File: config.mk
export PLATFORM = sky130hd
export DESIGN_NAME = muldiv_ctrl
export DESIGN_NICKNAME = d
export VERILOG_FILES = /design/src/rtl/mips_defs.sv /design/src/rtl/muldiv_core.sv /design/src/rtl/muldiv_ctrl.sv
export SDC_FILE = /design/constraint.sdc
export NUM_CORES = 1
export LEC_CHECK = 0
export CAP_MARGIN = 10
export CORE_MARGIN = 2
export CORE_UTILIZATION = 47
export CTS_CLUSTER_DIAMETER = 50
export DETAILED_ROUTE_END_ITERATION = 16
export GPL_ROUTABILITY_DRIVEN = 0
export HOLD_SLACK_MARGIN = 0.12
export PLACE_DENSITY = 0.68
export SLEW_MARGIN = 25
export SYNTH_ARGS = -nofsm -noshare
export SYNTH_HDL_FRONTEND = slang
export SYNTH_HIERARCHICAL = 1
export SYNTH_SLANG_ARGS = --single-unit
export TNS_END_PERCENT = 5
File: constraint.sdc
create_clock -name clk -period 10.07 [get_ports clk]
set_input_delay 1.5105 -clock clk [delete_from_list [all_inputs] [get_ports clk]]
set_output_delay 1.5105 -clock clk [all_outputs]
set_load 0.02 [all_outputs]
File: src/rtl/mips_defs.sv
// Shared MIPS decode constants: ALUOp codes, R-type Funct codes and the
// multiply/divide sequencer state encoding.
package mips_defs;

    localparam logic [1:0] ALUOP_MEM    = 2'b00;
    localparam logic [1:0] ALUOP_BRANCH = 2'b01;
    localparam logic [1:0] R_TYPE       = 2'b10;

    // Funct codes shared with the ULA controller
    localparam logic [5:0] FUNCT_ADD   = 6'b100000;
    localparam logic [5:0] FUNCT_SUB   = 6'b100010;
    localparam logic [5:0] FUNCT_AND   = 6'b100100;
    localparam logic [5:0] FUNCT_OR    = 6'b100101;
    localparam logic [5:0] FUNCT_SLT   = 6'b101010;
    localparam logic [5:0] FUNCT_MFHI  = 6'b010000;
    localparam logic [5:0] FUNCT_MTHI  = 6'b010001;
    localparam logic [5:0] FUNCT_MFLO  = 6'b010010;
    localparam logic [5:0] FUNCT_MTLO  = 6'b010011;
    localparam logic [5:0] FUNCT_MULT  = 6'b011000;
    localparam logic [5:0] FUNCT_MULTU = 6'b011001;
    localparam logic [5:0] FUNCT_DIV   = 6'b011010;
    localparam logic [5:0] FUNCT_DIVU  = 6'b011011;

    typedef enum logic [1:0] {
        IDLE = 2'd0,
        BUSY = 2'd1,
        FIX  = 2'd2
    } md_state_t;

endpackage

File: src/rtl/muldiv_core.sv
// Iterative unsigned datapath: one shift-add multiply step or one restoring
// divide step per cycle on a shared double-width accumulator.
module muldiv_core #(
    parameter int DATA_W = 32
) (
    input  logic                  clk,
    input  logic                  reset,
    input  logic                  load,
    input  logic                  step,
    input  logic                  op_is_div,
    input  logic [DATA_W-1:0]     opa,
    input  logic [DATA_W-1:0]     opb,
    output logic [2*DATA_W-1:0]   acc
);

    // Multiply: acc = {partial product, multiplier}, opnd = multiplicand.
    // Divide:   acc = {remainder, dividend->quotient}, opnd = divisor.
    logic [DATA_W-1:0]   opnd;
    logic [DATA_W:0]     add_sum;
    logic [DATA_W:0]     shifted;
    logic                fits;
    logic [DATA_W-1:0]   diff;
    logic [2*DATA_W-1:0] acc_next;

    always_comb begin
        // NOTE: every combinational output gets a default first so no path leaves it unassigned (no latch).
        acc_next = acc;
        add_sum  = {1'b0, acc[2*DATA_W-1:DATA_W]} + (acc[0] ? {1'b0, opnd} : '0);
        shifted  = acc[2*DATA_W-1:DATA_W-1];
        fits     = (shifted >= {1'b0, opnd});
        // When the divisor fits, the true difference is below the divisor, so DATA_W bits hold it.
        diff     = shifted[DATA_W-1:0] - opnd;
        if (op_is_div) begin
            if (fits)
                acc_next = {diff, acc[DATA_W-2:0], 1'b1};
            else
                acc_next = {shifted[DATA_W-1:0], acc[DATA_W-2:0], 1'b0};
        end else begin
            acc_next = {add_sum, acc[DATA_W-1:1]};
        end
    end

    always_ff @(posedge clk) begin
        // NOTE: sequential state uses non-blocking assignments so all registers update from pre-edge values.
        if (reset) begin
            acc  <= '0;
            opnd <= '0;
        end else if (load) begin
            opnd <= op_is_div ? opb : opa;
            acc  <= op_is_div ? {{DATA_W{1'b0}}, opa} : {{DATA_W{1'b0}}, opb};
        end else if (step) begin
            acc  <= acc_next;
        end
    end

endmodule

File: src/rtl/muldiv_ctrl.sv
// Multiply/divide sequencer: decodes MULT/DIV/MFxx/MTxx, runs the iterative
// core for 32 cycles while stalling the datapath, and owns HI/LO.
module muldiv_ctrl
    import mips_defs::*;
#(
    parameter int DATA_W = 32,
    parameter int CNT_W  = 5
) (
    input  logic              clk,
    input  logic              reset,
    input  logic [1:0]        ALUOp,
    input  logic [5:0]        Funct,
    input  logic [DATA_W-1:0] rs_data,
    input  logic [DATA_W-1:0] rt_data,
    output logic              stall,
    output logic              busy,
    output logic [DATA_W-1:0] hi,
    output logic [DATA_W-1:0] lo,
    output logic [DATA_W-1:0] mf_data,
    output logic              mf_valid
);

    md_state_t state, state_next;
    logic [CNT_W-1:0] cnt;
    logic op_div, neg_q, neg_r, div_zero;
    logic start;

    logic is_r, dec_mul, dec_div, dec_signed;
    logic dec_mthi, dec_mtlo, dec_mfhi, dec_mflo;
    logic rs_neg, rt_neg;
    logic [DATA_W-1:0] rs_mag, rt_mag;

    assign is_r       = (ALUOp == R_TYPE);
    assign dec_mul    = is_r && (Funct == FUNCT_MULT || Funct == FUNCT_MULTU);
    assign dec_div    = is_r && (Funct == FUNCT_DIV  || Funct == FUNCT_DIVU);
    assign dec_signed = (Funct == FUNCT_MULT || Funct == FUNCT_DIV);
    assign dec_mthi   = is_r && (Funct == FUNCT_MTHI);
    assign dec_mtlo   = is_r && (Funct == FUNCT_MTLO);
    assign dec_mfhi   = is_r && (Funct == FUNCT_MFHI);
    assign dec_mflo   = is_r && (Funct == FUNCT_MFLO);

    assign rs_neg = dec_signed && rs_data[DATA_W-1];
    assign rt_neg = dec_signed && rt_data[DATA_W-1];
    assign rs_mag = rs_neg ? -rs_data : rs_data;
    assign rt_mag = rt_neg ? -rt_data : rt_data;

    logic [2*DATA_W-1:0] acc;

    muldiv_core #(.DATA_W(DATA_W)) u_core (
        .clk       (clk),
        .reset     (reset),
        .load      (start),
        .step      (state == BUSY),
        .op_is_div (start ? dec_div : op_div),
        .opa       (rs_mag),
        .opb       (rt_mag),
        .acc       (acc)
    );

    always_ff @(posedge clk) begin
        if (reset) state <= IDLE;
        else       state <= state_next;
    end

    // Decode is honoured only in IDLE, so the issuing instruction that is
    // still held in place during BUSY/FIX can never restart the engine.
    always_comb begin
        state_next = state;
        start      = 1'b0;
        stall      = 1'b0;
        unique case (state)
            IDLE: begin
                if (!reset && (dec_mul || dec_div)) begin
                    start      = 1'b1;
                    stall      = 1'b1;
                    state_next = BUSY;
                end
            end
            BUSY: begin
                stall = 1'b1;
                if (cnt == '0) state_next = FIX;
            end
            FIX:     state_next = IDLE;
            default: state_next = IDLE;
        endcase
    end

    assign busy = (state != IDLE);

    logic [2*DATA_W-1:0] prod_fix;
    logic [DATA_W-1:0]   quo, rem, quo_fix, rem_fix, res_hi, res_lo;

    // A zero divide leaves rem = |rs|, so restoring the dividend's sign
    // yields rs_data exactly; only the quotient's sign fix is suppressed.
    always_comb begin
        prod_fix = neg_q ? -acc : acc;
        quo      = acc[DATA_W-1:0];
        rem      = acc[2*DATA_W-1:DATA_W];
        quo_fix  = (neg_q && !div_zero) ? -quo : quo;
        rem_fix  = neg_r ? -rem : rem;
        res_hi   = op_div ? rem_fix : prod_fix[2*DATA_W-1:DATA_W];
        res_lo   = op_div ? quo_fix : prod_fix[DATA_W-1:0];
    end

    always_ff @(posedge clk) begin
        if (reset) begin
            cnt      <= '0;
            op_div   <= 1'b0;
            neg_q    <= 1'b0;
            neg_r    <= 1'b0;
            div_zero <= 1'b0;
            hi       <= '0;
            lo       <= '0;
        end else begin
            if (start) begin
                cnt      <= CNT_W'(DATA_W - 1);
                op_div   <= dec_div;
                neg_q    <= rs_neg ^ rt_neg;
                neg_r    <= dec_div && rs_neg;
                div_zero <= dec_div && (rt_data == '0);
            end else if (state == BUSY) begin
                cnt <= cnt - 1'b1;
            end

            if (state == FIX) begin
                hi <= res_hi;
                lo <= res_lo;
            end else if (state == IDLE) begin
                if (dec_mthi) hi <= rs_data;
                if (dec_mtlo) lo <= rs_data;
            end
        end
    end

    assign mf_valid = dec_mfhi || dec_mflo;
    assign mf_data  = dec_mfhi ? hi : (dec_mflo ? lo : '0);

endmodule

# After elaboration in Yosys (flattened, before gate mapping)
# Index checks and enable logic that the tools add are counted.
dict set report classes {
  n_addsub 8
  magnitude_cmp 1
  n_eq_ne 13
  n_mux 31
  bitwise 1
  reduce_logical 30
}
# op n
set op_table {}
lappend op_table {{2-to-1 mux 32 bit} 17}
lappend op_table {{2-to-1 mux 64 bit} 5}
lappend op_table {{negator 32 bit} 4}
lappend op_table {{negator 64 bit} 1}
lappend op_table {{equality test 6 x 5 -> 1 bit (second input constant)} 8}
lappend op_table {{adder 32 x 33 -> 33 bit} 1}
lappend op_table {{greater-or-equal comparator 33 x 32 -> 1 bit} 1}
lappend op_table {{logical NOT 32 bit} 1}
lappend op_table {{subtractor 32 bit} 1}
lappend op_table {{logical AND 1 bit} 12}
lappend op_table {{2-to-1 mux 5 bit} 2}
lappend op_table {{nonzero test 2 bit} 5}
lappend op_table {{AND reduction 2 bit} 3}
lappend op_table {{logical NOT 5 bit} 1}
lappend op_table {{logical OR 1 bit} 5}
lappend op_table {{subtractor 5 x 1 -> 5 bit (second input constant)} 1}
lappend op_table {{equality test 2 bit (second input constant)} 2}
lappend op_table {{2-to-1 mux 2 bit} 2}
lappend op_table {{inequality test 2 bit (second input constant)} 2}
lappend op_table {{case mux 2 bit (2 select lines)} 1}
lappend op_table {{2-to-1 mux 1 bit} 3}
lappend op_table {{equality test 2 x 1 -> 1 bit (second input constant)} 1}
lappend op_table {{logical NOT 1 bit} 2}
lappend op_table {{logical NOT 2 bit} 1}
lappend op_table {{other kinds (2)} 2}
dict set report word_totals {
  regBits 171
  word_cells 94
}

# Depth between registers and ports, before layout
# Gate-level depths: netlist of run 1.
dict set report depth {
  ltp_word 11
  mapped_depth 15
  ltp_nobuf 14
}

# Hierarchy
# Netlist of run 1, hierarchy kept.
# module instances cells_each area_per_inst_um2
set by_module_without_submodules {}
lappend by_module_without_submodules {muldiv_core 1 1055 8590.7}
lappend by_module_without_submodules {muldiv_ctrl 1 940 7193.1}

# Worst setup path before layout of run 1
# OpenSTA, ideal clock, no wires.
dict set report synth_timing {
  kind {input port to output port}
  from {in Funct[5]}
  to {out stall}
  arrival_ns 3.142
  required_ns 8.559
  slack_ns 5.418
  cell_stages 5
  path_buffers 1
  cell_sequence {or3b_1 > or2_1 > or4_1 > clkbuf_1 > nand2_1}
}
dict set report synth_via {
  elab_chain_len 7
}
# element line_no
set synth_rtl {}
lappend synth_rtl {{start: declaration} muldiv_ctrl.sv:12} ;# input logic [5:0] Funct,
lappend synth_rtl {{equality test 6 x 5 -> 1 bit (on tied branches)} {muldiv_ctrl.sv:34, muldiv_ctrl.sv:35}}
lappend synth_rtl {{logical OR 1 bit (on tied branches)} {muldiv_ctrl.sv:34, muldiv_ctrl.sv:35}}
lappend synth_rtl {{logical AND 1 bit (on tied branches)} {muldiv_ctrl.sv:34, muldiv_ctrl.sv:35}}
lappend synth_rtl {{logical OR 1 bit (*)} muldiv_ctrl.sv:73} ;# if (!reset && (dec_mul || dec_div)) begin
lappend synth_rtl {{logical AND 1 bit (*)} muldiv_ctrl.sv:73}
lappend synth_rtl {{2-to-1 mux 1 bit (*)} muldiv_ctrl.sv:73}
lappend synth_rtl {{case mux 1 bit (2 select lines) (*)} muldiv_ctrl.sv:71} ;# unique case (state)
lappend synth_rtl {{end: declaration} muldiv_ctrl.sv:15} ;# output logic stall,
# Mark *: on every way between the ends. The rest lies on a longest branch, timed or not.

# Final worst setup path of run 1
dict set report layout_timing {
  from {in Funct[4]}
  to {reg u_core.acc[7]}
}
dict set report layout_via {
  elab_chain_len 11
}
# element line_no
set layout_rtl {}
lappend layout_rtl {{equality test 6 x 5 -> 1 bit (on tied branches)} {muldiv_ctrl.sv:34, muldiv_ctrl.sv:35}}
lappend layout_rtl {{logical OR 1 bit (on tied branches)} {muldiv_ctrl.sv:34, muldiv_ctrl.sv:35}}
lappend layout_rtl {{logical AND 1 bit (on tied branches)} {muldiv_ctrl.sv:34, muldiv_ctrl.sv:35}}
lappend layout_rtl {{logical OR 1 bit (*)} muldiv_ctrl.sv:73}
lappend layout_rtl {{logical AND 1 bit (*)} muldiv_ctrl.sv:73}
lappend layout_rtl {{2-to-1 mux 1 bit (*)} muldiv_ctrl.sv:73}
lappend layout_rtl {{2-to-1 mux 1 bit (*)} muldiv_ctrl.sv:71}
lappend layout_rtl {{named net start} muldiv_ctrl.sv:26} ;# logic start;
lappend layout_rtl {{2-to-1 mux 1 bit} -}
lappend layout_rtl {{2-to-1 mux 64 bit} muldiv_core.sv:33} ;# if (op_is_div) begin
lappend layout_rtl {{2-to-1 mux 64 bit} muldiv_core.sv:51} ;# end else if (step) begin
lappend layout_rtl {{2-to-1 mux 64 bit} muldiv_core.sv:48} ;# end else if (load) begin
lappend layout_rtl {{end signal: assignment} muldiv_core.sv:50} ;# acc <= op_is_div ? {{DATA_W{1'b0}}, opa} : {{DATA_W{1'b0}}, opb};
lappend layout_rtl {{end signal: assignment} muldiv_core.sv:52} ;# acc <= acc_next;
lappend layout_rtl {{end: declaration} muldiv_core.sv:13} ;# output logic [2*DATA_W-1:0] acc
# The timed path passes the listed nets; every way through them passes the cells marked *. The select of a mux whose other input is x is not followed.
# A chain may end at the register's enable or synchronous reset.

==> impl_metrics.json, run 1 <==
{
  "status": "finished, final reports clean",
  "drt_wl_total_mm": 56.69,
  "fin_util": 0.5464,
  "period_needed_ns": 5.807,
  "area_growth_pct": 15.22,
  "drc_errors": 0,
  "cts_buffers": 17,
  "cts_sinks": 171,
  "yosys_most_used_dff": "dfxtp_1",
  "ys_ff_latch": 171,
  "ys_warn_count": 6,
  "crit_top_cell": "buf_4",
  "synth_xor_area_frac": 0.09489,
  "synth_top_family_by_area": "compound AO/OA/AOI/OAI gates",
  "tns_ns": 0,
  "syn_nets": 2141,
  "seqCellArea_um2": 3423,
  "relSlewSlack": 0.2943,
  "finClkSkew_ns": 0.02142,
  "num_vias": 16110,
  "leakage_nw": 6.884,
  "grt_pass1_vias": 14821,
  "drt_iter0_drc": 1836,
  "cts_setup_buffers": 0,
  "clkPwrFrac": 0.420,
  "htreeDepth": 4,
  "design_area_um2": 18190,
  "ys_seq_area_frac": 0.2169,
  "final_nets": 2214,
  "yosysMostFrequentCell": "nor2_1",
  "critPathMaxStageDelay_ns": 0.87,
  "ctsResizeCount": 0,
  "core_area_um2": 33280,
  "synth_commonest_cells": "nor2_1 (230), mux2i_1 (196), dfxtp_1 (171)",
  "synth_area_per_cell_um2": 7.912,
  "p_sw_mw": 0.4935,
  "antenna_found_initial": 0,
  "clockRootBuffer": "clkbuf_16",
  "maxCapViolCount": 0,
  "cp_top_family": "buffers and inverters",
  "ant_nets": 0,
  "path_class": "primary input to flop",
  "switching_share": 0.3075,
  "synth_edf_count": 0,
  "synthArstFlopShare": 0,
  "synth_fa_ha_area_frac": 0.05803,
  "synth.cell_area_um2": 15780,
  "wl_per_cell_um": 22.41,
  "cp-start-kind": "primary input",
  "clk_latency_ns": 0.45,
  "placedInstanceArea_um2": 17580,
  "io_buffers": 172,
  "tightest_slew_ns": 1.055,
  "synthSimpleGateAreaFrac": 0.1952,
  "synth.largest_area_cell": "dfxtp_1",
  "rsz0062_at_grt": "no",
  "ioPinCount": 173,
  "chipWidth_um": 187.3,
  "vias_per_cell": 6.368,
  "cp.required_ns": 10.37,
  "crit_path_cell_trace": "clkdlybuf4s50_1, or3b_1, or2_1, or4_1, buf_4, inv_4, nand2_1, o21ai_4, buf_4, buf_4, mux2i_1, nor2_1, a211oi_1, a211oi_1",
  "grt_overflow_total": 0,
  "multi_input_area_um2": 11510,
  "whs_ns": 0.4967,
  "internal-power_mw": 1.111,
  "clkTransAtPathRegs_ns": 0.09,
  "setup_violations": 0,
  "worstSetupEndpointType": "flop",
  "initial_core_util": 0.4743,
  "seq_power_share": 0.428,
  "peakVddDrop_uv": 124.0,
  "r2r_slack_ns": 5.56,
  "hold_viol": 0,
  "synthCells": 1995,
  "hold_path_class": "flop to flop",
  "row_count": 67,
  "comb_power_share": 0.152,
  "critPathBufInv": 5,
  "post-route-period-util": 0.5767,
  "grt_usage": 0.3126,
  "synth_compound_area_frac": 0.2507,
  "synthTopCellsByArea": "dfxtp_1 (22%), mux2i_1 (12%), a211oi_1 (6.6%), ha_1 (5.5%), nor2_1 (5.5%)",
  "die-area_um2": 35060,
  "synthMuxAreaShare": 0.1279,
  "slew_viol_final": 0,
  "fmax_mhz": 172.2,
  "dieHeight_um": 187.3,
  "fill_cells": 3169,
  "ctsHoldBuffers": 0,
  "cts_tree": "built",
  "grt_max_degree": 116,
  "cp_data_arrival_time_ns": 6.11,
  "drt_pre_antenna_iters": 6,
  "power.total_mw": 1.605,
  "drive_above_1_share": 0.04805,
  "synth_cell_types": 103,
  "crit_fanout": 64,
  "yosysTopAreaCellShare": 0.2169,
  "clock_path_buffers": 2,
  "crit_slowest_cell": "buf_4",
  "p_per_area_nw_per_um2": 88.24,
  "dpl.hpwl_mm": 43.22,
  "grt_pass1_wl_mm": 86.42
}
-- layout make-up --
class                           count  share of cell area
Antenna cell                        1           0.0001376
Clock buffer                       17             0.02339
Clock inverter                     15            0.009082
Inverter                           72             0.01500
Multi-Input combinational cell   1619              0.6327
Sequential cell                   171              0.1882
Tap cell                          448             0.03082
Timing Repair Buffer              187              0.1007
-- metal layers --
layer  share of wire  GRT usage  vias to the layer above  wire length [µm]
met5               0          0                        -                 0
met4           0.051     0.1596                        0              2915
met3           0.092    0.05478                      131              5232
met2            0.43     0.4757                      784             24190
met1            0.43     0.4236                     7651             24360
li1                -          -                     7544                 -
-- metrics by stage --
step | setup slack [ns] | instances
final | 4.263 | 2530
after global placement | 3.968 | 2497
after detailed placement | 3.841 | 2497
after CTS | 4.318 | 2529
after global routing | 4.022 | 2529
after floorplan | 5.418 | 1995
-- power groups by stage --
stage / Clock [mW] / Combinational [mW] / Sequential [mW]
2_1_floorplan: 0 / 0.150 / 0.701
3_3_place_gp: 0 / 0.235 / 0.702
3_5_place_dp: 0 / 0.237 / 0.702
4_1_cts: 0.678 / 0.238 / 0.686
5_1_grt: 0.707 / 0.259 / 0.687
6_report: 0.674 / 0.244 / 0.686
-- flip-flops by register name (all words and copies together) (netlist names) --
| register | cells |
|---|---|
| u_core/acc | 64 |
| div_zero | 1 |
| op_div | 1 |
| neg_q | 1 |
| cnt | 5 |
| hi | 32 |
| lo | 32 |
| neg_r | 1 |
| u_core/opnd | 32 |
| state | 2 |
-- placed cells by master, fill, tap and decap left out, drive strengths merged, types with 20 or more instances in the layout --
cell	n
nand2	102
mux2i	196
xnor2	96
o31ai	22
o21ai	81
nor3	39
a211oi	139
ha	70
a31oi	30
nor4	37
a21o	47
nand3	32
dfxtp	171
inv	82
and2	44
clkdlybuf4s50	170
o221ai	20
a21oi	127
or4	31
xor2	75
nor2	230
-- worst reg2reg max path: stages (launching register included) --
cell and delay (ns):
dfxtp_1 0.69, ha_1 0.42, a211oi_1 0.32, o211ai_1 0.17
a221o_1 0.33, and2_1 0.18, a211oi_4 0.28, o211a_1 0.33
a31o_2 0.51, buf_4 0.48, mux2i_1 0.36, a211oi_1 0.12
a31o_1 0.22
-- worst paths after layout --
kind	endpoint	from	cells past startpoint
setup / recovery	u_core/acc[7]	Funct[4]	14
hold / removal	u_core/opnd[3]	u_core/opnd[3]	2
setup reg to reg	u_core/acc[44]	u_core/acc[43]	12
hold reg to reg	u_core/opnd[3]	u_core/opnd[3]	2
-- logic make-up after synthesis --
logic type | Yosys count
mux | 201
buf+inv | 205
flops | 171
compound gates | 572
xor+xnor | 171
simple gates | 603
fa+ha+maj | 72
No activity file was read; power rests on OpenSTA's default activity.
==> run 2, diff against run 1 <==
==> constraint.sdc (replaced) <==
create_clock -name clk -period 5.7 [get_ports clk]
set_input_delay 0.855 -clock clk [delete_from_list [all_inputs] [get_ports clk]]
set_output_delay 0.855 -clock clk [all_outputs]
set_load 0.02 [all_outputs]
==> run 2 against run 1 <==
Count of clock-buffer cells in the layout unchanged. Combinational power up 77%. Critical path depth down 2. Setup slack worse by 3.0 ns. Sequential share of layout area down 0.070 points. Clock skew down 0.0045 ns. Wire length up 1.0%. Global-route usage up 0.47 points.
==> impl_metrics.json, run 2 (synthesized netlist as in run 1, its figures left out) <==
{
  "dieHeight_um": 187.3,
  "clock_path_buffers": 2,
  "chipWidth_um": 187.3,
  "core_area_um2": 33280,
  "internal-power_mw": 2.009,
  "grt_max_degree": 122,
  "cp-start-kind": "flop",
  "drt_wl_total_mm": 57.27,
  "io_buffers": 172,
  "vias_per_cell": 6.415,
  "clockRootBuffer": "clkbuf_16",
  "diodes": 0,
  "rsz0062_at_grt": "no",
  "reg2reg_to": "u_core/acc[42]",
  "cp_data_arrival_time_ns": 4.74,
  "timing.rr.start": "u_core/acc[36]",
  "reg2regPathDepth": 12,
  "status": "finished, final reports clean",
  "largest_reg_flops": 64,
  "seqCellArea_um2": 3423,
  "min_from": "u_core/opnd[1]",
  "setup_violations": 0,
  "peakVddDrop_uv": 213.2,
  "clkPwrFrac": 0.433,
  "clk_latency_ns": 0.46,
  "cts_setup_buffers": 0,
  "fill_cells": 3132,
  "num_vias": 16250,
  "hold_viol": 0,
  "drc_errors": 0,
  "post-route-period-util": 0.7714,
  "antenna_found_initial": 0,
  "switching_share": 0.3080,
  "most-common-layout-cells": "nor2_1 (230), mux2i_1 (196), dfxtp_1 (171), clkdlybuf4s50_1 (170), a211oi_1 (138)",
  "seq_power_share": 0.418,
  "placedInstanceArea_um2": 17620,
  "final_common_cell": "nor2_1",
  "r2r_slack_ns": 1.30,
  "grt_pass1_vias": 14820,
  "grt_usage": 0.3174,
  "comb_power_share": 0.149,
  "period_needed_ns": 4.397,
  "grt_overflow_total": 0,
  "ctsHoldBuffers": 0,
  "cts_buffers": 17,
  "wl_per_cell_um": 22.61,
  "clkTransAtPathRegs_ns": 0.08,
  "cp.required_ns": 6.04,
  "hold_depth": 2,
  "drt_iter0_drc": 1968,
  "multi_input_area_um2": 11500,
  "p_per_area_nw_per_um2": 159.0,
  "row_count": 67,
  "drt_pre_antenna_iters": 9,
  "worstSetupEndpointType": "flop",
  "final_nets": 2218,
  "path_class": "flop to flop",
  "ioPinCount": 173,
  "cts_tree": "built",
  "design_area_um2": 18250,
  "hold_path_class": "flop to flop",
  "tightest_slew_ns": 1.023,
  "ctsResizeCount": 0,
  "fmax_mhz": 227.4,
  "tns_ns": 0,
  "maxCapViolCount": 0,
  "finClkSkew_ns": 0.01697,
  "drive_above_1_share": 0.04988,
  "area_growth_pct": 15.65,
  "leakage_nw": 6.915,
  "largest_register": "u_core/acc",
  "crit_fanout": 42,
  "p_sw_mw": 0.8940,
  "ant_nets": 0,
  "grt_pass1_wl_mm": 88.01,
  "initial_core_util": 0.4743,
  "dpl.hpwl_mm": 43.82,
  "relSlewSlack": 0.2987,
  "cts_sinks": 171,
  "hold_end": "u_core/opnd[1]",
  "die-area_um2": 35060,
  "htreeDepth": 4,
  "slew_viol_final": 0
}
-- run 2: changes by cell type in the layout (fill, tap and decap cells not counted) --
cell / delta
inv_6: -1
clkinvlp_4: +1
bufinv_16: +1
nor3_2: +1
clkinv_2: -1
nor3_4: -1
diode_2: -1
inv_8: -2
buf_4: +3
clkinv_8: +2
buf_12: +1
-- run 2: power groups by stage --
stage	sequential, mW	clock [mW]	combinational [mW]
floorplan	1.24	0	0.265
global placement	1.24	0	0.414
detailed placement	1.24	0	0.418
CTS	1.21	1.26	0.420
global route	1.21	1.30	0.459
finish	1.21	1.26	0.433
-- run 2: how the worst max path moves through the flow --
stage | from | endpoint | slack, ns | cells after the start
after floorplan | Funct[5] | u_core/opnd[10] | 2.00 | 11
after global placement | Funct[4] | u_core/opnd[3] | 1.14 | 12
after detailed placement | Funct[4] | u_core/acc[7] | 1.02 | 12
after CTS | Funct[4] | mf_data[5] | 1.29 | 5
after global routing | u_core/acc[36] | u_core/acc[42] | 1.17 | 12
final | u_core/acc[36] | u_core/acc[42] | 1.30 | 12
-- run 2: routing by layer --
layer,GRT usage,vias up,wire length (µm)
met5,0,-,0
met4,0.1242,0,2265
met3,0.05441,106,5674
met2,0.4876,875,24880
met1,0.4415,7729,24450
li1,-,7540,-
-- run 2: through the flow --
step	util	hold WS (ns)	std cells	setup WS (ns)	power [mW]
floorplan	-	0.4709	1995	2.005	1.503
detailed placement	0.5294	0.4990	2501	1.024	1.658
global placement	0.5294	0.4945	2501	1.144	1.654
global route	0.5485	0.5379	2533	1.174	2.977
finish	0.5485	0.5099	2533	1.303	2.903
CTS	0.5482	0.5096	2533	1.294	2.891
-- run 2: area by class of cell --
type / count / area share
Multi-Input combinational cell: 1619 / 0.6300
Sequential cell: 171 / 0.1875
Timing Repair Buffer: 191 / 0.1026
Tap cell: 448 / 0.03071
Clock buffer: 17 / 0.02331
Inverter: 72 / 0.01494
Clock inverter: 15 / 0.01090
-- run 2: worst max-delay path: stages, from the launching register on --
cell and delay (ns):
dfxtp_1 0.72, ha_1 0.45, a21oi_2 0.30, o21ai_1 0.11
a21oi_1 0.29, o41ai_4 0.19, a211oi_4 0.37, o211a_1 0.31
a31o_2 0.35, buf_4 0.51, mux2_1 0.43, a21oi_1 0.17
nor2_1 0.06
